<file path="src/rtl/spi_ram_sequencer.sv">
// SPI master that turns single-byte read/write requests into the two-frame
// address/data command sequence of the SPI slave + RAM wrapper.
module spi_ram_sequencer #(
    parameter int GAP = 1
) (
    input  logic       clk,
    input  logic       rst,
    input  logic       req_valid,
    output logic       req_ready,
    input  logic       req_write,
    input  logic [7:0] req_addr,
    input  logic [7:0] req_wdata,
    output logic       resp_valid,
    output logic [7:0] resp_rdata,
    output logic       SS_n,
    output logic       MOSI,
    input  logic       MISO
);

    localparam int GW = (GAP > 1) ? $clog2(GAP) : 1;

    typedef enum logic [2:0] {
        S_IDLE, S_START, S_SEL, S_SHIFT, S_WAIT, S_RECV, S_GAP
    } state_t;

    state_t          state, state_nxt;
    logic [3:0]      bitcnt, bitcnt_nxt;
    logic [GW-1:0]   gapcnt, gapcnt_nxt;
    logic            phase, phase_nxt;
    logic            wr_q;
    logic [7:0]      addr_q, wdata_q, rx_q, rx_nxt;
    logic [1:0]      code;
    logic [9:0]      word;
    logic            accept, frame_end;
    logic            ss_nxt, mosi_nxt, ready_nxt, resp_nxt;
    logic [7:0]      rdata_nxt;

    assign accept = req_valid && req_ready;
    // Command code: bit 1 selects read, bit 0 selects the data (second) frame.
    assign code   = {~wr_q, phase};
    assign word   = {code, phase ? (wr_q ? wdata_q : 8'h00) : addr_q};

    always_comb begin
        state_nxt  = state;
        bitcnt_nxt = bitcnt;
        gapcnt_nxt = gapcnt;
        phase_nxt  = phase;
        rx_nxt     = rx_q;
        frame_end  = 1'b0;
        resp_nxt   = 1'b0;
        rdata_nxt  = resp_rdata;
        case (state)
            S_IDLE: begin
                if (accept) begin
                    state_nxt = S_START;
                    phase_nxt = 1'b0;
                end
            end
            S_START: state_nxt = S_SEL;
            S_SEL: begin
                state_nxt  = S_SHIFT;
                bitcnt_nxt = 4'd9;
            end
            S_SHIFT: begin
                if (bitcnt == 4'd0) begin
                    if (code == 2'b11) state_nxt = S_WAIT;
                    else               frame_end = 1'b1;
                end else begin
                    bitcnt_nxt = bitcnt - 4'd1;
                end
            end
            S_WAIT: begin
                state_nxt  = S_RECV;
                bitcnt_nxt = 4'd7;
            end
            S_RECV: begin
                rx_nxt = {rx_q[6:0], MISO};
                if (bitcnt == 4'd0) frame_end  = 1'b1;
                else                bitcnt_nxt = bitcnt - 4'd1;
            end
            S_GAP: begin
                if (gapcnt == '0) begin
                    if (phase) begin
                        state_nxt = S_IDLE;
                        resp_nxt  = 1'b1;
                        if (!wr_q) rdata_nxt = rx_nxt;
                    end else begin
                        state_nxt = S_START;
                        phase_nxt = 1'b1;
                    end
                end else begin
                    gapcnt_nxt = gapcnt - 1'b1;
                end
            end
            default: state_nxt = S_IDLE;
        endcase

        // The final gap cycle after the data frame is spent in IDLE, so the
        // response and the next accept line up with the last SS_n-high cycle.
        if (frame_end) begin
            if (!phase) begin
                state_nxt  = S_GAP;
                gapcnt_nxt = GW'(GAP - 1);
            end else if (GAP == 1) begin
                state_nxt = S_IDLE;
                resp_nxt  = 1'b1;
                if (!wr_q) rdata_nxt = rx_nxt;
            end else begin
                state_nxt  = S_GAP;
                gapcnt_nxt = GW'(GAP - 2);
            end
        end

        ss_nxt    = (state_nxt == S_IDLE) || (state_nxt == S_GAP);
        ready_nxt = (state_nxt == S_IDLE);
        case (state_nxt)
            S_SEL:   mosi_nxt = code[1];
            S_SHIFT: mosi_nxt = word[bitcnt_nxt];
            default: mosi_nxt = 1'b0;
        endcase
    end

    always_ff @(posedge clk) begin
        if (rst) begin
            state      <= S_IDLE;
            bitcnt     <= 4'd0;
            gapcnt     <= '0;
            phase      <= 1'b0;
            SS_n       <= 1'b1;
            MOSI       <= 1'b0;
            req_ready  <= 1'b1;
            resp_valid <= 1'b0;
            resp_rdata <= 8'h00;
        end else begin
            state      <= state_nxt;
            bitcnt     <= bitcnt_nxt;
            gapcnt     <= gapcnt_nxt;
            phase      <= phase_nxt;
            SS_n       <= ss_nxt;
            MOSI       <= mosi_nxt;
            req_ready  <= ready_nxt;
            resp_valid <= resp_nxt;
            resp_rdata <= rdata_nxt;
        end
    end

    always_ff @(posedge clk) begin
        if (accept) begin
            wr_q    <= req_write;
            addr_q  <= req_addr;
            wdata_q <= req_wdata;
        end
        rx_q <= rx_nxt;
    end

endmodule

</file>
<file path="config.mk">
export PLATFORM = sky130hd
export DESIGN_NAME = spi_ram_sequencer
export DESIGN_NICKNAME = d
export VERILOG_FILES = /design/src/rtl/spi_ram_sequencer.sv
export SDC_FILE = /design/constraint.sdc
export NUM_CORES = 1
export LEC_CHECK = 0
export ABC_AREA = 1
export CAP_MARGIN = 20
export CORE_MARGIN = 2
export CORE_UTILIZATION = 45
export CTS_BUF_LIST = sky130_fd_sc_hd__clkbuf_4
export CTS_CLUSTER_DIAMETER = 80
export CTS_CLUSTER_SIZE = 12
export DETAILED_ROUTE_END_ITERATION = 10
export GPL_ROUTABILITY_DRIVEN = 0
export GPL_TIMING_DRIVEN = 0
export PLACE_DENSITY = 0.68
export SYNTH_ARGS = -nofsm -noshare
export SYNTH_HDL_FRONTEND = slang
export SYNTH_SLANG_ARGS = --single-unit
</file>
<file path="constraint.sdc">
create_clock -name clk -period 3.2 [get_ports clk]
set_input_delay 0.96 -clock clk [delete_from_list [all_inputs] [get_ports clk]]
set_output_delay 0.96 -clock clk [all_outputs]
set_load 0.03 [all_outputs]
</file>
# --- Yosys cells after proc, flatten, opt, wreduce, memory -nomap -nowiden ---
# Index checks and enable logic that the tools add are counted.
word_totals:
  reg_bits: 46
  in_bits: 21
  out_inout_bits: 12
  word_cells: 76
op_classes:
  n_addsub: 2
  order_cmp: 1
  eq_ne: 12
  n_mux: 39
  n_bitwise: 1
  n_reduce_logical: 8
op_table:
  columns: ["op", "n"]
  rows:
  - ["$mux 8", 10]
  - ["$pmux 3 s7", 1]
  - ["$mux 3", 6]
  - ["$mux 1", 16]
  - ["$eq 3x2->1 const B", 4]
  - ["$eq 3x3->1 const B", 4]
  - ["$pmux 4 s3", 1]
  - ["$logic_not 3->1", 2]
  - ["$pmux 1 s2", 3]
  - ["$lt 4x5->1 const B", 1]
  - ["$bmux 1 s4", 1]
  - ["$logic_not 4->1", 1]
  - ["$mux 4", 1]
  - ["$ne 2x2->1 const B", 2]
  - ["$sub 4x1->4 const B", 1]
  - ["$eq 3x1->1 const B", 1]
  - ["$reduce_and 3->1", 1]
  - ["$eq 2x2->1 const B", 1]
  - ["$reduce_bool 2->1", 1]
  - ["$reduce_or 2->1", 1]
  - ["$logic_and 1x1->1", 1]
  - ["$logic_or 1x1->1", 1]
  - ["$not 1->1", 1]
  - ["$sub 1x1->1 const B", 1]

# --- Logic depth before layout (Yosys ltp) ---
# Gate-level depths: netlist (run 1).
logic_depth:
  depth_word: 8
  mapped_depth: 15
  mapped_depth_nobuf: 15

# --- Least setup slack after synthesis (run 1) ---
# Ideal clock, no wire load.
synth_path:
  kind: "input to register"
  start: "in req_valid"
  end: "reg MOSI"
  setup_time_ns: 0.068
  arrival_ns: 1.788
  t_required_ns: 3.132
  path_slack_ns: 1.344
  cell_stages: 10
  n_path_buf: 0
  path_cell_list: "nand2_1 > o21ai_0 > nor2_1 > o211ai_1 > nand2_1 > nor2_1 > nand2_1 > nor2_1 > nand2_1 > a21oi_2"
synth_between:
  elab_chain_cells: 6
  word_cells_on_any_way: 7
  cone_classes: "eq/ne (2); mux (4); reduce/logical (1)"
synth_lines:
  columns: ["element", "line_no", "text"]
  rows:
  - ["from (decl)", "8", "input logic req_valid,"]
  - ["$logic_and 1x1->1 (*)", "38", "assign accept = req_valid && req_ready;"]
  - ["$mux 3 (*)", "54", "if (accept) begin"]
  - ["$pmux 3 s7 (*)", "52", "case (state)"]
  - ["$mux 3 (*)", "100", "if (frame_end) begin"]
  - ["$eq 3x2->1", "116", "case (state_nxt)"]
  - ["$pmux 1 s2 (*)", "116", null]
  - ["to (signal assigned)", "140", "MOSI <= mosi_nxt;"]
  - ["to (decl)", "16", "output logic MOSI,"]
# Every way passes the cells marked *; elsewhere a longest branch is shown, timed or not.
# A chain may end at the register's enable or synchronous reset.

# --- Final worst setup path (run 1) ---
layout_path:
  start: "reg resp_rdata[2]"
  end: "out resp_rdata[2]"
layout_rtl:
  columns: ["element", "line_no", "text"]
  rows:
  - ["from (decl)", "14", "output logic [7:0] resp_rdata,"]
  - ["from (signal assigned)", "143", "resp_rdata <= rdata_nxt;"]
# No word-level cell between the ends.

==> flow_metrics.tcl, run 1 <==
set metrics [dict create \
    antenna_found_initial 0 \
    synth_top_area_share_pct 26.9 \
    vdd_drop_max_mv 0.291 \
    leakage_uw 0.00107 \
    path_delay_family "buffers and inverters" \
    fp.dieH_microns 73.2 \
    postCtsSetupRepairBufs 0 \
    path_clk_slew_ns 0.13 \
    synth_nets 287 \
    power_density_nw_per_um2 654 \
    synth_most_common_cell "nand2_1" \
    fin_nets 326 \
    cp.required_ns 2.24 \
    critical-path-max-stage-delay_ns 0.67 \
    io_pins 33 \
    yosys.area.top_type "dfxtp_1" \
    coreArea_sq_um 4660 \
    nFillCells 426 \
    worst-path-buf-inv 1 \
    period_minus_slack_ns 2.35 \
    syn_area_per_cell_sq_um 8.14 \
    slew_headroom_pct 56.2 \
    syn_area_sq_um 2160 \
    fp.dieW_microns 73.2 \
    clock_skew_ns 0.00829 \
    cts_tree "done" \
    cts_root_buf "clkbuf_4" \
    outcome "completed" \
    hold_buffers 0 \
    clockBufferDepth 2 \
    finalSetupTns_ns 0 \
    yosys-top-cells-area "dfxtp_1 27%, edfxtp_1 24%, nand2_1 12%, inv_1 5.2%, o21ai_0 5.1%" \
    fmax_ghz 0.426 \
    cp.depth 1 \
    synth_ff_type "dfxtp_1" \
    die_area_sq_um 5360 \
    htree_levels 2 \
    drv_slew 0 \
    cts_made_buffers 5 \
    overflow 0 \
    cts_resized 0 \
    routed_via_density 4.97 \
    row_count 25 \
    hold_end "rx_q[6]$_DFF_P_" \
    synthDistinctLibCells 33 \
    drtIter0Drc 88 \
    reg2reg_depth 9 \
    hold_start "rx_q[6]$_DFF_P_" \
    avgRoutedWirePerCell_microns 11.3 \
    max_slew.worst_pin.slew_ns 0.657 \
    period_share_pct 73.3 \
    arrival_ns 1.39 \
    async_flop_share_pct 0 \
    synthesis.instances 265 \
    total_power_uw 1700 \
    cp_cell_sequence "clkdlybuf4s50_1" \
    slowest_stage "clkdlybuf4s50_1" \
    diodes 0 \
    worst-setup-path-type "register to output pin" \
    vias 1785 \
    drive_above_1_share_pct 10.2 \
    cp-end-kind "output pin" \
    first_global_vias 1665 \
    clkSinkCount 46 \
    synth_common_cells "68 x nand2_1, 30 x inv_1, 29 x dfxtp_1" \
    grt_pass1_wl_microns 7160 \
    worst_hold_path.num_cells 2 \
    startpoint_type "register" \
    syn_to_final_growth_pct 20.5 \
    synth-edff-count 17 \
    hold_viol 0 \
    io_buffers 32 \
    start_util_pct 46.3 \
    grt_setup_unrepaired "no" \
    drtAntennaViolNets 0 \
    grt_max_degree 18 \
    r2r-end "resp_rdata[5]$_SDFF_PP0_" \
    drt_wl_total_microns 4070 \
    firstDrtPassIters 4 \
    hp-class "register to register" \
    hpwl_microns 2990 \
    synth_seq_area_share_pct 50.6 \
    r2r_slack_ns 1.01 \
    synth_warnings 0 \
    reg2reg_from "bitcnt[0]$_SDFF_PP0_" \
    cap_violations 0 \
    clk_latency_ns 0.36 \
    gr-usage-all-layers_pct 17.4 \
    setup_viol 0 \
    ys_ff_latch 46 \
    cp_max_fo 2 \
    route.detailed.drc 0 \
]
-- worst min-delay path: cells and delay by family (launching register included) --
kind	cells	cell delay [ns]
AOI/OAI and AO/OA	1	0.06
DFF	1	0.35
and+or+nand+nor	1	0.05
-- layout by cell type (no fill, tap or decap), types with 2 or more instances in the layout --
cell and count:
o21ai_0 22, inv_2 5, clkbuf_4 5, nor2_2 2, nand3_2 3, nand2_4 2
o21ai_1 4, nor2_1 17, nor3_1 4, a211oi_1 2, inv_1 30, nand2_1 68
edfxtp_1 17, nand3_1 19, nand3_4 2, dfxtp_1 29, nand2_2 4, a21oi_1 9
clkdlybuf4s50_1 32, clkbuf_1 6, nand4_1 7
-- worst max-delay path by stage --
stage	from	to	slack (ns)
after floorplan	req_valid	MOSI$_SDFF_PP0_	1.34
after global placement	req_valid	MOSI$_SDFF_PP0_	0.73
after detailed placement	req_valid	MOSI$_SDFF_PP0_	0.72
after CTS	resp_rdata[3]$_SDFF_PP0_	resp_rdata[3]	0.83
after global routing	resp_rdata[1]$_SDFF_PP0_	resp_rdata[1]	0.78
final	resp_rdata[2]$_SDFF_PP0_	resp_rdata[2]	0.85
-- metrics by stage --
step	instance area, sq um	setup WS, ns	utilization (%)	cells	hold WS, ns
3_3_place_gp	2540	0.727	54.6	351	0.438
5_1_grt	2600	0.779	55.8	359	0.506
3_5_place_dp	2540	0.724	54.6	351	0.452
4_1_cts	2600	0.832	55.8	359	0.486
2_1_floorplan	2160	1.34	-	265	0.424
6_report	2600	0.853	55.8	359	0.483
-- cells by family (layout without fill, tap and decap cells) --
kind of cell / count (synthesis) / in the layout / synth area share [%]
adders and majority gates: 1 / 1 / 0.580
and+or+nand+nor: 131 / 131 / 29.3
muxes: 1 / 1 / 0.522
buffers and inverters: 43 / 83 / 8.06
DFF: 46 / 46 / 50.6
AOI/OAI and AO/OA: 41 / 41 / 10.2
xor gates and xnor gates: 2 / 2 / 0.812
-- layout make-up --
class | count | area, sq um | area share [%]
clock buffers | 5 | 37.5 | 1.44
plain buffers | 9 | 46.3 | 1.78
flip-flops and latches | 46 | 1090 | 42.0
multi-input cells | 176 | 892 | 34.3
inverters | 34 | 128 | 4.91
well taps | 54 | 67.6 | 2.60
repair buffers | 32 | 320 | 12.3
clock inverters | 3 | 16.3 | 0.626
-- registers in the layout, summed over array words and instances, names as in the netlist, 3 cells and up --
register	count
state	3
wdata_q	8
addr_q	8
resp_rdata	8
bitcnt	4
rx_q	8
-- power breakdown --
part | internal, uW | leakage (uW) | switching [uW]
clock | 83.0 | 0.0000329 | 184
combinational | 255 | 0.000637 | 432
sequential | 706 | 0.000398 | 41.3
-- per-layer routing --
layer	track usage, %	share of wire, %	vias to the layer above	wire (microns)
li1	-	-	951	-
met1	23.7	50	798	2030
met2	26.4	44	28	1810
met3	3.45	3.7	8	150
met4	8.02	2.1	0	87
met5	0	0	-	0
Note: power is estimated with default switching activity, not from simulation.
==> inputs of run 2 (changes only) <==
- clock period: 3.2 -> 2.4 ns (I/O delays scaled with it)
==> results of run 2 <==
The final DEF is identical to that of run 1. Status: completed.
Among the figures that moved: setup slack after placement 0.724 ns -> 0.164 ns; setup slack after layout 0.853 ns -> 0.210 ns; start point of the critical path resp_rdata[2]$_SDFF_PP0_ -> bitcnt[0]$_SDFF_PP0_; end point of the critical path resp_rdata[2] -> resp_rdata[5]$_SDFF_PP0_; register-to-register setup slack 1.01 ns -> 0.21 ns; total power 1700 uW -> 2270 uW; worst IR drop on VDD 0.291 mV -> 0.388 mV
==> inputs of run 3 (changes only) <==
- CTS_CLUSTER_DIAMETER: 80 -> 200
==> results of run 3 <==
The final DEF is identical to that of run 1. Status: completed.
Among the figures that moved: setup slack after placement 0.724 ns -> 0.164 ns; setup slack after layout 0.853 ns -> 0.210 ns; start point of the critical path resp_rdata[2]$_SDFF_PP0_ -> bitcnt[0]$_SDFF_PP0_; end point of the critical path resp_rdata[2] -> resp_rdata[5]$_SDFF_PP0_; register-to-register setup slack 1.01 ns -> 0.21 ns; total power 1700 uW -> 2270 uW; worst IR drop on VDD 0.291 mV -> 0.388 mV
